## config.mk

```make
export PLATFORM = sky130hd
export DESIGN_NAME = multicycle_control
export DESIGN_NICKNAME = d
export VERILOG_FILES = /design/src/rtl/multicycle_control.sv
export SDC_FILE = /design/constraint.sdc
export NUM_CORES = 1
export LEC_CHECK = 0
export ABC_AREA = 1
export CAP_MARGIN = 30
export CORE_MARGIN = 2
export CORE_UTILIZATION = 34
export DETAILED_ROUTE_END_ITERATION = 12
export PLACE_DENSITY = 0.74
export RECOVER_POWER = 100
export SLEW_MARGIN = 20
export SYNTH_ARGS = -nofsm -noshare
export SYNTH_HDL_FRONTEND = slang
export SYNTH_SLANG_ARGS = --single-unit
```

## constraint.sdc

```tcl
create_clock -name clk -period 1 [get_ports clk]
set_input_delay 0.15 -clock clk [delete_from_list [all_inputs] [get_ports clk]]
set_output_delay 0.15 -clock clk [all_outputs]
set_load 0.03 [all_outputs]
```

## src/rtl/multicycle_control.sv

```systemverilog
// Multi-cycle MIPS main control FSM: fetch/decode/execute/memory/writeback sequencing with memory-ready stalls.
// Optional build macro ILLEGAL_TRAP_EN: unlisted opcodes trap in TRAP (else they retire as a NOP).
module multicycle_control #(
   parameter int unsigned ALUOP_W = 2,
   parameter int unsigned STATE_W = 4
) (
   input  logic               clk,
   input  logic               rst_n,
   input  logic [5:0]         opcode,
   input  logic               mem_ready,
   output logic               pc_write,
   output logic               pc_write_cond,
   output logic               i_or_d,
   output logic               mem_read,
   output logic               mem_write,
   output logic               ir_write,
   output logic               mem_to_reg,
   output logic [1:0]         pc_source,
   output logic [ALUOP_W-1:0] alu_op,
   output logic               alu_src_a,
   output logic [1:0]         alu_src_b,
   output logic               reg_write,
   output logic               reg_dst,
   output logic               instr_done,
   output logic [STATE_W-1:0] state,
   output logic               illegal_op
);

   typedef enum logic [3:0] {
      S_FETCH  = 4'd0,  S_DECODE = 4'd1,  S_MEMADR = 4'd2,  S_MEMRD  = 4'd3,
      S_MEMWB  = 4'd4,  S_MEMWR  = 4'd5,  S_EXEC   = 4'd6,  S_ALUWB  = 4'd7,
      S_BRANCH = 4'd8,  S_ADDIEX = 4'd9,  S_ADDIWB = 4'd10, S_JUMP   = 4'd11,
      S_TRAP   = 4'd12
   } state_t;

   localparam logic [5:0] OP_RTYPE = 6'h00;
   localparam logic [5:0] OP_LW    = 6'h23;
   localparam logic [5:0] OP_SW    = 6'h2B;
   localparam logic [5:0] OP_BEQ   = 6'h04;
   localparam logic [5:0] OP_ADDI  = 6'h08;
   localparam logic [5:0] OP_J     = 6'h02;

   localparam logic [ALUOP_W-1:0] ALU_ADD   = ALUOP_W'(0);
   localparam logic [ALUOP_W-1:0] ALU_SUB   = ALUOP_W'(1);
   localparam logic [ALUOP_W-1:0] ALU_FUNCT = ALUOP_W'(2);

   state_t              r_state;
   state_t              w_next;
   logic                w_pc_write, w_pc_write_cond, w_i_or_d, w_mem_read, w_mem_write;
   logic                w_ir_write, w_mem_to_reg, w_alu_src_a, w_reg_write, w_reg_dst;
   logic                w_instr_done, w_illegal;
   logic [1:0]          w_pc_source, w_alu_src_b;
   logic [ALUOP_W-1:0]  w_alu_op;

   // State register
   always_ff @(posedge clk or negedge rst_n) begin
      if (!rst_n) r_state <= S_FETCH;
      else        r_state <= w_next;
   end

   // Next-state and Moore outputs (mem_ready qualifies fetch load and store retire)
   always_comb begin
      w_next          = r_state;
      w_pc_write      = 1'b0;
      w_pc_write_cond = 1'b0;
      w_i_or_d        = 1'b0;
      w_mem_read      = 1'b0;
      w_mem_write     = 1'b0;
      w_ir_write      = 1'b0;
      w_mem_to_reg    = 1'b0;
      w_pc_source     = 2'd0;
      w_alu_op        = ALU_ADD;
      w_alu_src_a     = 1'b0;
      w_alu_src_b     = 2'd0;
      w_reg_write     = 1'b0;
      w_reg_dst       = 1'b0;
      w_instr_done    = 1'b0;
      w_illegal       = 1'b0;
      case (r_state)
         S_FETCH: begin
            w_mem_read  = 1'b1;
            w_alu_src_b = 2'd1;
            w_ir_write  = mem_ready;
            w_pc_write  = mem_ready;
            if (mem_ready) w_next = S_DECODE;
         end
         S_DECODE: begin
            w_alu_src_b = 2'd3;
            case (opcode)
               OP_LW, OP_SW: w_next = S_MEMADR;
               OP_RTYPE:     w_next = S_EXEC;
               OP_BEQ:       w_next = S_BRANCH;
               OP_ADDI:      w_next = S_ADDIEX;
               OP_J:         w_next = S_JUMP;
               default: begin
`ifdef ILLEGAL_TRAP_EN
                  w_next = S_TRAP;
`else
                  w_instr_done = 1'b1;
                  w_next       = S_FETCH;
`endif
               end
            endcase
         end
         S_MEMADR: begin
            w_alu_src_a = 1'b1;
            w_alu_src_b = 2'd2;
            w_next      = (opcode == OP_LW) ? S_MEMRD : S_MEMWR;
         end
         S_MEMRD: begin
            w_mem_read = 1'b1;
            w_i_or_d   = 1'b1;
            if (mem_ready) w_next = S_MEMWB;
         end
         S_MEMWB: begin
            w_reg_write  = 1'b1;
            w_mem_to_reg = 1'b1;
            w_instr_done = 1'b1;
            w_next       = S_FETCH;
         end
         S_MEMWR: begin
            w_mem_write  = 1'b1;
            w_i_or_d     = 1'b1;
            w_instr_done = mem_ready;
            if (mem_ready) w_next = S_FETCH;
         end
         S_EXEC: begin
            w_alu_src_a = 1'b1;
            w_alu_op    = ALU_FUNCT;
            w_next      = S_ALUWB;
         end
         S_ALUWB: begin
            w_reg_write  = 1'b1;
            w_reg_dst    = 1'b1;
            w_instr_done = 1'b1;
            w_next       = S_FETCH;
         end
         S_BRANCH: begin
            w_alu_src_a     = 1'b1;
            w_alu_op        = ALU_SUB;
            w_pc_write_cond = 1'b1;
            w_pc_source     = 2'd1;
            w_instr_done    = 1'b1;
            w_next          = S_FETCH;
         end
         S_ADDIEX: begin
            w_alu_src_a = 1'b1;
            w_alu_src_b = 2'd2;
            w_next      = S_ADDIWB;
         end
         S_ADDIWB: begin
            w_reg_write  = 1'b1;
            w_instr_done = 1'b1;
            w_next       = S_FETCH;
         end
         S_JUMP: begin
            w_pc_write   = 1'b1;
            w_pc_source  = 2'd2;
            w_instr_done = 1'b1;
            w_next       = S_FETCH;
         end
`ifdef ILLEGAL_TRAP_EN
         S_TRAP: w_illegal = 1'b1;
`endif
         default: w_next = S_FETCH;
      endcase
   end

   // Outputs forced low while reset is held so no partial write escapes
   assign pc_write      = rst_n & w_pc_write;
   assign pc_write_cond = rst_n & w_pc_write_cond;
   assign i_or_d        = rst_n & w_i_or_d;
   assign mem_read      = rst_n & w_mem_read;
   assign mem_write     = rst_n & w_mem_write;
   assign ir_write      = rst_n & w_ir_write;
   assign mem_to_reg    = rst_n & w_mem_to_reg;
   assign pc_source     = rst_n ? w_pc_source : 2'd0;
   assign alu_op        = rst_n ? w_alu_op : ALU_ADD;
   assign alu_src_a     = rst_n & w_alu_src_a;
   assign alu_src_b     = rst_n ? w_alu_src_b : 2'd0;
   assign reg_write     = rst_n & w_reg_write;
   assign reg_dst       = rst_n & w_reg_dst;
   assign instr_done    = rst_n & w_instr_done;
   assign illegal_op    = rst_n & w_illegal;
   assign state         = STATE_W'(r_state);

endmodule

```

==> results of run 1 <==
through the flow:
step / setup WS, ns / instances
after floorplan: -0.379 / 109
after global placement: -0.567 / 177
after detailed placement: -0.597 / 177
after CTS: -0.623 / 189
timing repair:
item,in CTS
setup buffers,9
cloned,0
hold endpoints to repair,0
pin swaps,14
setup endpoints to repair,24
resized for setup,30
synthesized netlist by cell type, types with 2 or more instances:
| master | instances | area [um2] |
|---|---|---|
| sky130_fd_sc_hd__nor3_1 | 2 | 10.0 |
| sky130_fd_sc_hd__a21oi_1 | 6 | 30.0 |
| sky130_fd_sc_hd__o21ai_0 | 2 | 10.0 |
| sky130_fd_sc_hd__nand2_2 | 3 | 18.8 |
| sky130_fd_sc_hd__buf_4 | 2 | 15.0 |
| sky130_fd_sc_hd__o21ai_1 | 2 | 10.0 |
| sky130_fd_sc_hd__nand2_1 | 27 | 101 |
| sky130_fd_sc_hd__nor2_1 | 23 | 86.3 |
| sky130_fd_sc_hd__inv_1 | 11 | 41.3 |
| sky130_fd_sc_hd__nor2_2 | 3 | 18.8 |
| sky130_fd_sc_hd__nand3_1 | 10 | 50.1 |
| sky130_fd_sc_hd__dfrtp_1 | 4 | 100 |
| sky130_fd_sc_hd__inv_2 | 7 | 26.3 |
cells by family after synthesis:
logic type             share of synthesized area [%]
AND/OR/NAND/NOR                                 53.7
buffers and inverters                           16.6
AO/OA/AOI/OAI                                   11.6
flip-flops                                      17.5
other                                          0.654
==> flow_summary.html, run 1 <==
<table>
<tr><th>Metric</th><th>Value</th></tr>
<tr><th colspan="2">Outcome</th></tr>
<tr><td>Run status</td><td>did not finish</td></tr>
<tr><td>Halt point of the flow</td><td>global routing</td></tr>
<tr><td>First error</td><td>[ERROR DPL-0033] detailed placement checks failed during check placement.</td></tr>
<tr><th colspan="2">Clock network</th></tr>
<tr><td>Maximum clock path buffer count</td><td>2</td></tr>
<tr><td>CTS H-Tree Depth</td><td>1</td></tr>
<tr><td>Cts bufs inserted</td><td>3</td></tr>
<tr><td>Sinks on Clock Net</td><td>4</td></tr>
<tr><td>Cts hold-fix bufs</td><td>0</td></tr>
<tr><td>Root Buffer</td><td>sky130_fd_sc_hd__clkbuf_4</td></tr>
<tr><th colspan="2">Floorplanning</th></tr>
<tr><td>Horizontal extent of the die</td><td>45.1 um</td></tr>
<tr><td>Number of cell rows</td><td>14</td></tr>
<tr><td>Starting Density</td><td>37.2%</td></tr>
<tr><td>Height of the die</td><td>45.1 um</td></tr>
<tr><td>Io pins</td><td>31</td></tr>
<tr><th colspan="2">Timing</th></tr>
<tr><td>Worst endpoint after global-route timing repair</td><td>instr_done</td></tr>
<tr><td>Worst ep type</td><td>top-level output</td></tr>
<tr><th colspan="2">Global route</th></tr>
<tr><td>Initial antenna violation count</td><td>0</td></tr>
<tr><td>Largest net degree at the start of global routing</td><td>12</td></tr>
<tr><th colspan="2">Synthesis</th></tr>
<tr><td>Post-synth cell types</td><td>20</td></tr>
<tr><td>Synth Cell Area</td><td>573 um2</td></tr>
<tr><td>Number of enable flip-flop cells after synthesis</td><td>0</td></tr>
<tr><td>Post-synthesis area per instance</td><td>5.26 um2</td></tr>
<tr><td>Post-synthesis sequential area ratio</td><td>17.5%</td></tr>
<tr><td>Flops &amp; latches, synth</td><td>4</td></tr>
<tr><td>Number of warning messages in the yosys log</td><td>0</td></tr>
<tr><td>Async set-or-reset flop fraction in the synthesized netlist</td><td>100%</td></tr>
<tr><td>Synth Net Count</td><td>118</td></tr>
<tr><td>Cells after synthesis</td><td>109</td></tr>
<tr><td>Ys flop type</td><td>sky130_fd_sc_hd__dfrtp_1</td></tr>
<tr><th colspan="2">Placed design</th></tr>
<tr><td>Area after detailed placement</td><td>1180 um2</td></tr>
<tr><td>Number of port buffers</td><td>29</td></tr>
<tr><td>Placed wire-length estimate after detailed placement</td><td>1800 um</td></tr>
<tr><td>Routability Congestion</td><td>0.870</td></tr>
</table>
==> run 2: changes to the inputs <==
--- a/config.mk
+++ b/config.mk
@@ -7,10 +7,10 @@
 export LEC_CHECK = 0
 export ABC_AREA = 1
 export CAP_MARGIN = 30
-export CORE_MARGIN = 2
-export CORE_UTILIZATION = 34
+export CORE_AREA = 2 2 63 65
 export DETAILED_ROUTE_END_ITERATION = 12
-export PLACE_DENSITY = 0.74
+export DIE_AREA = 0 0 65 67
+export PLACE_DENSITY_LB_ADDON = 0.15
 export RECOVER_POWER = 100
 export SLEW_MARGIN = 20
 export SYNTH_ARGS = -nofsm -noshare
==> constraint.sdc (replaced) <==
create_clock -name clk -period 1.3 [get_ports clk]
set_input_delay 0.195 -clock clk [delete_from_list [all_inputs] [get_ports clk]]
set_output_delay 0.195 -clock clk [all_outputs]
set_load 0.03 [all_outputs]
==> run 2 against run 1 <==
Net effect:
- the flow now finishes, with violations (negative setup slack)
- area after synthesis unchanged
- synthesized cell count unchanged
==> flow_summary.html, run 2 <==
<table>
<tr><th>Metric</th><th>Value</th></tr>
<tr><th colspan="2">Floorplanning</th></tr>
<tr><td>Starting Density</td><td>15.9%</td></tr>
<tr><td>Io pins</td><td>31</td></tr>
<tr><td>Die Outline Area</td><td>4360 um2</td></tr>
<tr><td>Horizontal extent of the die</td><td>65 um</td></tr>
<tr><td>Height of the die</td><td>67 um</td></tr>
<tr><td>Floorplan core area</td><td>3610 um2</td></tr>
<tr><td>Number of cell rows</td><td>22</td></tr>
<tr><th colspan="2">Synthesis</th></tr>
<tr><td>Post-synth cell types</td><td>20</td></tr>
<tr><td>Post-synthesis area per instance</td><td>5.26 um2</td></tr>
<tr><td>Commonest cells in the synthesized netlist</td><td>sky130_fd_sc_hd__nand2_1, sky130_fd_sc_hd__nor2_1, sky130_fd_sc_hd__inv_1</td></tr>
<tr><td>Post-synthesis sequential area ratio</td><td>17.5%</td></tr>
<tr><td>Yosys top cell area share</td><td>17.7%</td></tr>
<tr><td>Ys flop type</td><td>sky130_fd_sc_hd__dfrtp_1</td></tr>
<tr><td>Synth Net Count</td><td>118</td></tr>
<tr><td>Synth Cell Area</td><td>573 um2</td></tr>
<tr><td>Yosys top cell by area</td><td>sky130_fd_sc_hd__nand2_1</td></tr>
<tr><td>Top cells by area, synth</td><td>sky130_fd_sc_hd__nand2_1, sky130_fd_sc_hd__dfrtp_1, sky130_fd_sc_hd__nor2_1, sky130_fd_sc_hd__nand3_1, sky130_fd_sc_hd__inv_1</td></tr>
<tr><td>Flops &amp; latches, synth</td><td>4</td></tr>
<tr><td>Number of enable flip-flop cells after synthesis</td><td>0</td></tr>
<tr><td>Cells after synthesis</td><td>109</td></tr>
<tr><td>Async set-or-reset flop fraction in the synthesized netlist</td><td>100%</td></tr>
<tr><td>Number of warning messages in the yosys log</td><td>0</td></tr>
<tr><td>Cell with the most instances after synthesis</td><td>sky130_fd_sc_hd__nand2_1</td></tr>
<tr><th colspan="2">Global route</th></tr>
<tr><td>Total global-route track usage</td><td>12.1%</td></tr>
<tr><td>Largest net degree at the start of global routing</td><td>15</td></tr>
<tr><td>Global-route wire length before repair</td><td>4180 um</td></tr>
<tr><td>Remaining Overflow, GRT</td><td>0</td></tr>
<tr><td>Via count of the first global-routing pass</td><td>1006</td></tr>
<tr><td>Initial antenna violation count</td><td>0</td></tr>
<tr><th colspan="2">Layout</th></tr>
<tr><td>Most common library cell in the layout ignoring fill and taps</td><td>sky130_fd_sc_hd__buf_4</td></tr>
<tr><td>Fraction of final layout cells with drive strength greater than 1</td><td>75.5%</td></tr>
<tr><td>Area growth syn-to-layout</td><td>178%</td></tr>
<tr><td>N_diodes</td><td>0</td></tr>
<tr><td>Net total in the final layout</td><td>195</td></tr>
<tr><td>Most frequent cells in the layout</td><td>sky130_fd_sc_hd__buf_4, sky130_fd_sc_hd__buf_6, sky130_fd_sc_hd__nand2_1</td></tr>
<tr><td>Largest register FFs</td><td>4</td></tr>
<tr><th colspan="2">Timing</th></tr>
<tr><td>Clock tree skew after final layout</td><td>0.00139 ns</td></tr>
<tr><td>PnR worst setup slack</td><td>-0.342 ns</td></tr>
<tr><td>Fin. max-slew vios</td><td>0</td></tr>
<tr><td>Post-layout minimum cycle time</td><td>1.64 ns</td></tr>
<tr><td>F_max</td><td>609 MHz</td></tr>
<tr><td>Final worst path period share</td><td>126%</td></tr>
<tr><td>Hold Fails Final Rpt</td><td>0</td></tr>
<tr><td>Setup repair after global routing missed its margin</td><td>true</td></tr>
<tr><td>Final setup violation count</td><td>20</td></tr>
<tr><td>Setup TNS after final layout</td><td>-4.50 ns</td></tr>
<tr><th colspan="2">Route</th></tr>
<tr><td>DRT antenna net count</td><td>0</td></tr>
<tr><td>Total wirelength of the detailed-routed design</td><td>2360 um</td></tr>
<tr><td>Vias per inst</td><td>4.04</td></tr>
<tr><td>DR iter-0 viols</td><td>25</td></tr>
<tr><td>1st-pass router iterations</td><td>4</td></tr>
<tr><td>Average detailed-routed wire length per instance</td><td>10.2 um</td></tr>
<tr><td>Total via count in the routed design</td><td>938</td></tr>
<tr><td>Post-route DRC violation count</td><td>0</td></tr>
<tr><th colspan="2">Critical path</th></tr>
<tr><td>Type of origin of the critical path</td><td>flip-flop</td></tr>
<tr><td>WS Path Type</td><td>flip-flop to output port</td></tr>
<tr><td>Maximum fanout count along the critical path</td><td>4</td></tr>
<tr><td>Arrival time at the worst endpoint</td><td>1.45 ns</td></tr>
<tr><td>Data required, critical path</td><td>1.11 ns</td></tr>
<tr><td>Type of element capturing the critical path</td><td>output port</td></tr>
<tr><th colspan="2">Placed design</th></tr>
<tr><td>Routability Congestion</td><td>0.772</td></tr>
<tr><td>Number of port buffers</td><td>29</td></tr>
<tr><td>Placed wire-length estimate after detailed placement</td><td>1820 um</td></tr>
<tr><td>Worst setup slack before clock tree synthesis</td><td>-0.412 ns</td></tr>
<tr><th colspan="2">Clock network</th></tr>
<tr><td>Root Buffer</td><td>sky130_fd_sc_hd__clkbuf_8</td></tr>
<tr><td>Sinks on Clock Net</td><td>4</td></tr>
<tr><td>CTS H-Tree Depth</td><td>1</td></tr>
<tr><td>TritonCTS clock tree</td><td>built</td></tr>
<tr><td>Maximum clock path buffer count</td><td>2</td></tr>
<tr><td>Cts bufs inserted</td><td>3</td></tr>
<tr><td>Clock latency at the later pin of the worst-skew pair</td><td>0.21 ns</td></tr>
<tr><td>Clock transition at path regs</td><td>0.03 ns</td></tr>
<tr><th colspan="2">Outcome</th></tr>
<tr><td>Violated checks</td><td>negative setup slack</td></tr>
<tr><td>Run status</td><td>finished with violations</td></tr>
<tr><th colspan="2">Power and ir drop</th></tr>
<tr><td>Areal power density over the cells</td><td>1450 nW/um2</td></tr>
<tr><td>Total leakage power</td><td>0.802 nW</td></tr>
<tr><td>Worst-case vdd ir drop</td><td>475 uV</td></tr>
<tr><th colspan="2">Flow run</th></tr>
<tr><td>Count of max-cap constraint violations</td><td>0</td></tr>
<tr><th colspan="2">Hold path</th></tr>
<tr><td>Worst hold path class</td><td>input port to asynchronous set/reset pin</td></tr>
</table>
-- run 2: critical path: stages, from the launching register on --
cell and delay, ns:
sky130_fd_sc_hd__dfrtp_2 0.44, sky130_fd_sc_hd__nor2_4 0.20, sky130_fd_sc_hd__nand2_2 0.10, sky130_fd_sc_hd__nor2_4 0.15
sky130_fd_sc_hd__nand2_4 0.08, sky130_fd_sc_hd__a21oi_4 0.13, sky130_fd_sc_hd__buf_6 0.14
-- run 2: path summary, 6_finish.rpt --
path	endpoint	startpoint	cells after the start	slack, ns
setup / recovery	pc_write	state[3]	6	-0.34
hold / removal	state[2]	rst_n	2	0.35
setup reg to reg	state[2]	state[3]	10	-0.12
hold reg to reg	state[3]	state[2]	4	0.83
max in group asynchronous	state[1]	rst_n	2	0.83
min in group clk	state[3]	opcode[4]	6	0.49
-- run 2: routing by layer --
metal / wire [um] / vias to the layer above / track usage [%] / share of wire, %
met2: 1230 / 16 / 21.5 / 52
li1: - / 481 / - / -
met4: 16 / 0 / 3.99 / 0.68
met1: 1040 / 439 / 14.9 / 44
met5: 0 / - / 0 / 0
met3: 67 / 2 / 1.86 / 2.8
-- run 2: cell families (layout without fill, tap and decap cells) --
group | Yosys count | after routing | synth area share [%]
AOI/OAI and AO/OA | 12 | 12 | 11.6
other | 1 | 1 | 0.654
DFF | 4 | 4 | 17.5
and+or+nand+nor | 70 | 70 | 53.7
buffers and inverters | 22 | 97 | 16.6
-- run 2: stage by stage --
step	util, %	instance area, um2	total power [mW]	hold slack [ns]	std cells
floorplan	-	713	1.07	-0.101	109
global placement	33.7	1210	1.55	0.506	211
detailed placement	33.7	1210	1.55	0.501	211
CTS	40.1	1450	2.06	0.280	227
global route	44.2	1590	2.47	0.360	232
finish	44.2	1590	2.32	0.350	232
-- run 2: report_power, final --
group / switching (mW) / total [mW] / leakage, nW / internal [mW]
registers: 0.0762 / 0.242 / 0.0474 / 0.166
clock network: 0.0581 / 0.255 / 0.0216 / 0.197
logic: 0.947 / 1.82 / 0.734 / 0.875
-- run 2: what timing repair did --
action	CTS	global route
resized for setup	48	34
hold buffers	0	0
endpoints found under the setup margin	20	20
pin swaps	16	16
endpoints found under the hold margin	0	0
buffers inserted	13	5
-- run 2: area by class of cell --
type	instances	area [um2]
Fill cell	374	2010
Tap cell	48	60.1
Inverter	19	91.3
Clock buffer	3	41.3
Sequential cell	4	105
Multi-Input combinational cell	83	648
Timing Repair Buffer	75	648
No activity file was read; power rests on OpenSTA's default activity.
==> run 3: changes to the inputs <==
--- a/config.mk
+++ b/config.mk
@@ -10,6 +10,7 @@
 export CORE_AREA = 2 2 63 65
 export DETAILED_ROUTE_END_ITERATION = 12
 export DIE_AREA = 0 0 65 67
+export MAX_ROUTING_LAYER = met4
 export PLACE_DENSITY_LB_ADDON = 0.15
 export RECOVER_POWER = 100
 export SLEW_MARGIN = 20
==> run 3 against run 2 <==
Net effect:
- the run still ends with negative setup slack left
- count of clock-buffer cells in the layout did not move
- die area did not move
- first-iteration DRC count did not move
- utilization did not move
- global-route usage rose by 0.32 points
- cell area did not move
- cell count did not move
- critical path type unchanged
- worst setup slack did not move
==> flow_summary.html, run 3 (same netlist as run 2, synthesis figures left out) <==
<table>
<tr><th>Metric</th><th>Value</th></tr>
<tr><th colspan="2">Outcome</th></tr>
<tr><td>Run status</td><td>finished with violations</td></tr>
<tr><td>Violated checks</td><td>negative setup slack</td></tr>
<tr><th colspan="2">Critical path</th></tr>
<tr><td>Maximum fanout count along the critical path</td><td>4</td></tr>
<tr><td>FF-to-FF path depth</td><td>10</td></tr>
<tr><td>Type of element capturing the critical path</td><td>output port</td></tr>
<tr><td>WS Path Type</td><td>flip-flop to output port</td></tr>
<tr><td>Slack of the worst reg-to-reg path</td><td>-0.12 ns</td></tr>
<tr><td>Data required, critical path</td><td>1.11 ns</td></tr>
<tr><td>Type of origin of the critical path</td><td>flip-flop</td></tr>
<tr><td>Arrival time at the worst endpoint</td><td>1.45 ns</td></tr>
<tr><th colspan="2">Flow run</th></tr>
<tr><td>Count of max-cap constraint violations</td><td>0</td></tr>
<tr><th colspan="2">Global route</th></tr>
<tr><td>Total global-route track usage</td><td>12.5%</td></tr>
<tr><td>Remaining Overflow, GRT</td><td>0</td></tr>
<tr><td>Largest net degree at the start of global routing</td><td>15</td></tr>
<tr><td>Global-route wire length before repair</td><td>4180 um</td></tr>
<tr><td>Initial antenna violation count</td><td>0</td></tr>
<tr><td>Via count of the first global-routing pass</td><td>1006</td></tr>
<tr><th colspan="2">Layout</th></tr>
<tr><td>Area growth syn-to-layout</td><td>178%</td></tr>
<tr><td>Largest register FFs</td><td>4</td></tr>
<tr><td>Most frequent cells in the layout</td><td>sky130_fd_sc_hd__buf_4, sky130_fd_sc_hd__buf_6, sky130_fd_sc_hd__nand2_1</td></tr>
<tr><td>N_diodes</td><td>0</td></tr>
<tr><td>Most common library cell in the layout ignoring fill and taps</td><td>sky130_fd_sc_hd__buf_4</td></tr>
<tr><td>Fraction of final layout cells with drive strength greater than 1</td><td>75.5%</td></tr>
<tr><td>Net total in the final layout</td><td>195</td></tr>
<tr><th colspan="2">Timing</th></tr>
<tr><td>Clock tree skew after final layout</td><td>0.00139 ns</td></tr>
<tr><td>Final setup violation count</td><td>20</td></tr>
<tr><td>Final worst path period share</td><td>126%</td></tr>
<tr><td>F_max</td><td>609 MHz</td></tr>
<tr><td>Fin Hold WS</td><td>0.350 ns</td></tr>
<tr><td>Hold Fails Final Rpt</td><td>0</td></tr>
<tr><td>PnR worst setup slack</td><td>-0.342 ns</td></tr>
<tr><td>Setup repair after global routing missed its margin</td><td>true</td></tr>
<tr><td>Setup TNS after final layout</td><td>-4.50 ns</td></tr>
<tr><td>Post-layout minimum cycle time</td><td>1.64 ns</td></tr>
<tr><td>Fin. max-slew vios</td><td>0</td></tr>
<tr><th colspan="2">Floorplanning</th></tr>
<tr><td>Starting Density</td><td>15.9%</td></tr>
<tr><td>Die Outline Area</td><td>4360 um2</td></tr>
<tr><td>Floorplan core area</td><td>3610 um2</td></tr>
<tr><td>Horizontal extent of the die</td><td>65 um</td></tr>
<tr><td>Io pins</td><td>31</td></tr>
<tr><td>Height of the die</td><td>67 um</td></tr>
<tr><td>Number of cell rows</td><td>22</td></tr>
<tr><th colspan="2">Hold path</th></tr>
<tr><td>Worst hold path class</td><td>input port to asynchronous set/reset pin</td></tr>
<tr><th colspan="2">Route</th></tr>
<tr><td>Vias per inst</td><td>4.04</td></tr>
<tr><td>Post-route DRC violation count</td><td>0</td></tr>
<tr><td>DR iter-0 viols</td><td>25</td></tr>
<tr><td>DRT antenna net count</td><td>0</td></tr>
<tr><td>1st-pass router iterations</td><td>4</td></tr>
<tr><td>Total wirelength of the detailed-routed design</td><td>2360 um</td></tr>
<tr><td>Total via count in the routed design</td><td>938</td></tr>
<tr><td>Average detailed-routed wire length per instance</td><td>10.2 um</td></tr>
<tr><th colspan="2">Clock network</th></tr>
<tr><td>Cts hold-fix bufs</td><td>0</td></tr>
<tr><td>Maximum clock path buffer count</td><td>2</td></tr>
<tr><td>TritonCTS clock tree</td><td>built</td></tr>
<tr><td>Clock latency at the later pin of the worst-skew pair</td><td>0.21 ns</td></tr>
<tr><td>Cts bufs inserted</td><td>3</td></tr>
<tr><td>CTS H-Tree Depth</td><td>1</td></tr>
<tr><td>Sinks on Clock Net</td><td>4</td></tr>
<tr><td>Clock transition at path regs</td><td>0.03 ns</td></tr>
<tr><td>Root Buffer</td><td>sky130_fd_sc_hd__clkbuf_8</td></tr>
<tr><th colspan="2">Placed design</th></tr>
<tr><td>Number of port buffers</td><td>29</td></tr>
<tr><td>Placed wire-length estimate after detailed placement</td><td>1820 um</td></tr>
<tr><td>Routability Congestion</td><td>0.783</td></tr>
<tr><th colspan="2">Power and ir drop</th></tr>
<tr><td>Relative contribution of the clock network to total power</td><td>11.0%</td></tr>
<tr><td>Share of power burned in registers</td><td>10.4%</td></tr>
<tr><td>Switching power share of the total</td><td>46.6%</td></tr>
<tr><td>Switching Power</td><td>1.08 mW</td></tr>
<tr><td>Total leakage power</td><td>0.802 nW</td></tr>
<tr><td>Worst-case vdd ir drop</td><td>475 uV</td></tr>
<tr><td>Areal power density over the cells</td><td>1460 nW/um2</td></tr>
<tr><td>Gate power share</td><td>78.6%</td></tr>
<tr><td>Internal Power</td><td>1.24 mW</td></tr>
</table>
==> run 3: timing repair <==
item,in CTS,in global routing
buffers inserted,13,5
endpoints found under the setup margin,20,20
gates resized for setup,48,34
pin swaps,16,16
==> run 3: path summary, 6_finish.rpt <==
check / startpoint / endpoint
min in group clk: opcode[4] / state[3]
setup / recovery: state[3] / pc_write
hold reg to reg: state[2] / state[3]
hold / removal: rst_n / state[2]
setup reg to reg: state[3] / state[2]
max in group asynchronous: rst_n / state[1]
==> run 3: final cells by class <==
| cell class | count | area (um2) |
|---|---|---|
| Tap cell | 48 | 60.1 |
| Fill cell | 374 | 2010 |
| Timing Repair Buffer | 75 | 648 |
| Clock buffer | 3 | 41.3 |
| Inverter | 19 | 91.3 |
| Sequential cell | 4 | 105 |
| Multi-Input combinational cell | 83 | 648 |
==> run 3: layer usage <==
metal  vias to the layer above  global-route usage, %  wire length, um
met3                         2                   1.69               61
met4                         0                   3.99               16
met5                         -                      -                0
met2                        16                   21.5             1230
li1                        481                      -                -
met1                       439                   15.0             1050
==> run 3: power groups by stage <==
stage          Combinational (mW)  Clock (mW)  Sequential [mW]
2_1_floorplan               0.767           0            0.298
3_3_place_gp                 1.31           0            0.238
3_5_place_dp                 1.31           0            0.239
4_1_cts                      1.56       0.261            0.236
5_1_grt                      1.94       0.272            0.250
6_report                     1.82       0.255            0.242
==> run 3: worst max-delay path: stages, from the launching register on <==
cell and delay, ns:
sky130_fd_sc_hd__dfrtp_2 0.44, sky130_fd_sc_hd__nor2_4 0.20, sky130_fd_sc_hd__nand2_2 0.10, sky130_fd_sc_hd__nor2_4 0.15
sky130_fd_sc_hd__nand2_4 0.08, sky130_fd_sc_hd__a21oi_4 0.13, sky130_fd_sc_hd__buf_6 0.14
==> run 3: through the flow <==
stage | instances | total power [mW] | area (um2) | worst slack (ns) | utilization [%]
final | 232 | 2.32 | 1590 | -0.342 | 44.2
after global routing | 232 | 2.47 | 1590 | -0.407 | 44.2
after CTS | 227 | 2.06 | 1450 | -0.339 | 40.1
after detailed placement | 211 | 1.55 | 1210 | -0.412 | 33.7
after global placement | 211 | 1.55 | 1210 | -0.392 | 33.7
after floorplan | 109 | 1.07 | 713 | -0.124 | -
==> RTL change 1 (config.mk and constraints of run 2) <==
Build with the macro `ILLEGAL_TRAP_EN` defined.
--- a/src/rtl/multicycle_control.sv
+++ b/src/rtl/multicycle_control.sv
@@ -1,4 +1,6 @@
 // Multi-cycle MIPS main control FSM: fetch/decode/execute/memory/writeback sequencing with memory-ready stalls.
 // Optional build macro ILLEGAL_TRAP_EN: unlisted opcodes trap in TRAP (else they retire as a NOP).
+`define ILLEGAL_TRAP_EN
+
 module multicycle_control #(
    parameter int unsigned ALUOP_W = 2,
Formal check against the unedited RTL: not equivalent (Yosys sat finds a counterexample within 4 cycles, from zero or initial values and one cycle with rst_n low).
==> RTL change 1 against run 2 <==
  * The flow still finishes with violations (setup timing)
  * Final area down 2.2%
  * Total power up 36%
  * Routed wire length up 7.0%
  * Sequential power increased by 49%
  * Area after synthesis rose by 0.22%
  * Via count is 2.2% lower
  * Sequential cell count stayed put
  * Worst setup slack got worse by 0.016 ns
  * Maximum frequency is 0.95% lower
  * Synthesized cell count is 6.4% lower
==> RTL change 1: results (changes against run 2) <==
Power and ir drop
  • Worst-case vdd ir drop: 0.000809 V (+70%)
  • Leakage: 0.000690 µW (-14%)
  • Seq group: 360 µW (+49%)
  • Net switching power: 1570 µW (+46%)
  • Pwr dens: 2020 nW/µm² (+39%)

Global routing
  • GR Layer Usage met3: 0.0152 (-0.00338)
  • Vias in the first global route: 932 (-7.4%)
  • Largest net degree at the start of global routing: 9 (-6)
  • GR Util met2: 0.226 (+0.0103)
  • Grt met1 use: 0.157 (+0.00737)

Drt
  • Initial DRC Count: 14 (-44%)
  • Vias per inst: 4.21 (+4.0%)
  • Routed WL per cell: 11.6 µm (+14%)
  • Routed vias: 917 (-2.2%)

Worst setup path
  • Worst Setup EP: alu_src_b[1]
  • Critical path's top delay family: flip-flops
  • Max Fanout on Critical Path: 6 (+2)
  • Reg2reg path depth: 9 (-1)
  • Reg2Reg Setup Slack: -0.22 ns (-0.10 ns)
  • CP Launch Point: state[2]$_DFFE_PN0P_
  • Slowest stage delay, CP: 0.47 ns (+0.03 ns)

Timing
  • Clock Skew: 0.00127 ns (-0.000115 ns)
  • Setup Viol. Count Final: 22 (+10%)
  • Sum Neg Setup Slack: -5.57 ns (-1.07 ns)
  • Setup WS post-layout: -0.357 ns (-0.0157 ns)

Synthesis
  • Most common library cells after synthesis: nor2_1, nand2_1, inv_1, nand3_1, a21oi_1
  • Synth Net Count: 111 (-5.9%)
  • Yosys cell types: 23 (+15%)

Final layout
  • Nets@finish: 181 (-7.2%)
  • Share of layout cells above drive strength 1: 0.676 (-0.0790)

Status
  • Status: complete, but fails checks
  • Violated checks: setup timing

Placed design
  • DPL Wire Length: 1910 µm (+4.9%)
  • Buffers on Ports: 30 (+3.4%)
  • Area after DPL: 1160 µm² (-4.4%)
  • Dpl ws: -0.239 ns (+0.173 ns)
  • Placed cell count: 200 (-5.2%)
## RTL change 1: changes by cell type in the layout (fill, tap and decap cells not counted), moves of 5 or more
cell,before,now
buf_4,44,33
clkdlybuf4s50_1,1,7
nand2_1,17,11
nand2_4,6,1
nand3_1,5,10
nand3_2,5,0
## RTL change 1: kinds of logic after synthesis
group                  share of synthesized area
AND/OR/NAND/NOR                            0.521
AO/OA/AOI/OAI                              0.161
flip-flops                                 0.174
buffers and inverters                      0.144
## RTL change 1: layout make-up
class	count	area, µm²
Inverter	14	60.1
Fill cell	372	2050
Clock buffer	3	41.3
Timing Repair Buffer	69	643
Tap cell	48	60.1
Sequential cell	4	105
Multi-Input combinational cell	80	649
## RTL change 1: repair_timing
action	CTS	global route
gates resized for setup	42	20
buffers inserted	10	6
pin swaps	5	8
endpoints found under the setup margin	22	23
## RTL change 1: metal layers
metal  share of wire  vias to the layer above
met5               0                        -
met4          0.0083                        0
met3           0.030                        3
met2            0.53                       23
met1            0.43                      421
li1                -                      470
==> RTL change 2 (config.mk and constraints of run 2) <==
Made on the original files. Reset style: synchronous (`rst_n`), changed in one clocked block.
--- a/src/rtl/multicycle_control.sv
+++ b/src/rtl/multicycle_control.sv
@@ -54,5 +54,5 @@
 
    // State register
-   always_ff @(posedge clk or negedge rst_n) begin
+   always_ff @(posedge clk) begin
       if (!rst_n) r_state <= S_FETCH;
       else        r_state <= w_next;
Behaviour: differs if rst_n is asserted again (counterexample within 4 cycles, from zero or initial values and one cycle with rst_n low); with rst_n held inactive, the same outputs for 10 cycles.
==> RTL change 2 against run 2 <==
  * The flow still finishes with violations (setup timing)
  * Worst setup slack gained 0.086 ns
  * Largest cell class unchanged
  * Routed wire length is 0.98% lower
  * Die area unchanged
  * Highest routed layer is now met3
  * Sequential cell count did not move
  * Clock skew increased by 0.0030 ns
  * Final area fell by 5.4%
  * Global-route usage fell by 0.86 points
  * Count of clock-buffer cells in the layout unchanged
  * Area after synthesis increased by 9.8%
  * Synthesized cell count is 14% higher
  * Via count fell by 2.1%
Power is left out: it rests on default switching activity, and per cell area and clock period it moved more than threefold.
==> RTL change 2: results (changes against run 2) <==
Synthesis
  • Synth Net Count: 133 (+13%)
  • Seq/Total Area, Yosys: 0.127 (-0.0474)
  • Top post-synthesis cells by area: nand2_1, nor2_1, dfxtp_1, nor2_2, inv_1
  • Most common library cells after synthesis: nand2_1, nor2_1, inv_1
  • Yosys cell types: 19 (-5.0%)
  • Fraction of registers with async set/reset: 0 (-1.00)
  • Leading register cell type out of synthesis: dfxtp_1

Hold path
  • Hold Path Class: input pin to flip-flop

Global routing
  • First-pass GRT wire length: 3940 µm (-5.8%)
  • Vias in the first global route: 894 (-11%)
  • Total GRT Usage: 0.113 (-0.00863)

Timing
  • Setup WS post-layout: -0.255 ns (+0.0863 ns)
  • Sum Neg Setup Slack: -2.81 ns (+1.69 ns)
  • Setup Viol. Count Final: 18 (-10%)

Final layout
  • Share of layout cells above drive strength 1: 0.617 (-0.138)
  • Fill cells: 405 (+8.3%)
  • Nets@finish: 199 (+2.1%)

Placed design
  • Gpl congestion: 0.785 (+1.6%)
  • Placed cell count: 228 (+8.1%)
  • DPL Wire Length: 1920 µm (+5.6%)

Worst setup path
  • Max Fanout on Critical Path: 5 (+1)
  • Reg2Reg Setup Slack: -0.04 ns (+0.08 ns)
  • Reg2reg path depth: 11 (+1)
  • Critical Path AT: 1.36 ns (-0.09 ns)

Status
  • Status: complete, but fails checks
  • Violated checks: setup timing

Drt
  • Initial DRC Count: 49 (+96%)
-- RTL change 2: changes by cell type after synthesis, sizes merged, moves of 2 or more --
cell   change
a21oi      +3
o21ai      -3
nand2      +4
nor2       +9
inv        +2
dfxtp      +4
dfrtp      -4
-- RTL change 2: timing repair --
item,4_1_cts,5_1_grt
resized for setup,40,41
endpoints found under the setup margin,22,21
pin swaps,14,16
hold endpoints to repair,0,0
setup buffers,5,3
-- RTL change 2: cell families after synthesis --
kind of cell    synth area share
compound gates             0.105
flops                      0.127
other cells              0.00596
simple gates               0.606
buf+inv                    0.155
-- RTL change 2: routing by layer --
layer,global-route usage,vias up
li1,-,505
met1,0.147,396
met2,0.207,17
met3,0.0169,0
met4,0,0
met5,0,-
-- RTL change 2: cell type report --
class | instances | area [µm²] | share of cell area
Multi-Input combinational cell | 96 | 622 | 0.412
Timing Repair Buffer | 64 | 594 | 0.394
Sequential cell | 4 | 95.1 | 0.0631
Inverter | 21 | 95.1 | 0.0631
Tap cell | 48 | 60.1 | 0.0398
Clock buffer | 3 | 41.3 | 0.0274
-- RTL change 2: final timing paths --
| kind | from | end |
|---|---|---|
| worst min-delay path | rst_n | state[1]$_SDFFE_PN0P_ |
| worst max-delay path | state[0]$_SDFFE_PN0P_ | alu_src_a |
| worst max register to register | state[2]$_SDFFE_PN0P_ | state[1]$_SDFFE_PN0P_ |
| worst min register to register | state[2]$_SDFFE_PN0P_ | state[3]$_SDFFE_PN0P_ |
-- RTL change 2: critical path: stages, from the launching register on --
cell	delay, ns
dfxtp_4	0.37
inv_4	0.09
nand2_4	0.06
buf_6	0.12
nor2_4	0.08
inv_2	0.05
nand2_2	0.07
nor2_2	0.04
a21oi_2	0.12
buf_6	0.14
-- RTL change 2: metrics by stage --
stage          hold WS (ns)  area (µm²)
6_report              0.476        1510
5_1_grt               0.505        1510
4_1_cts               0.474        1370
3_5_place_dp          0.657        1200
3_3_place_gp          0.655        1200
2_1_floorplan         0.292         682
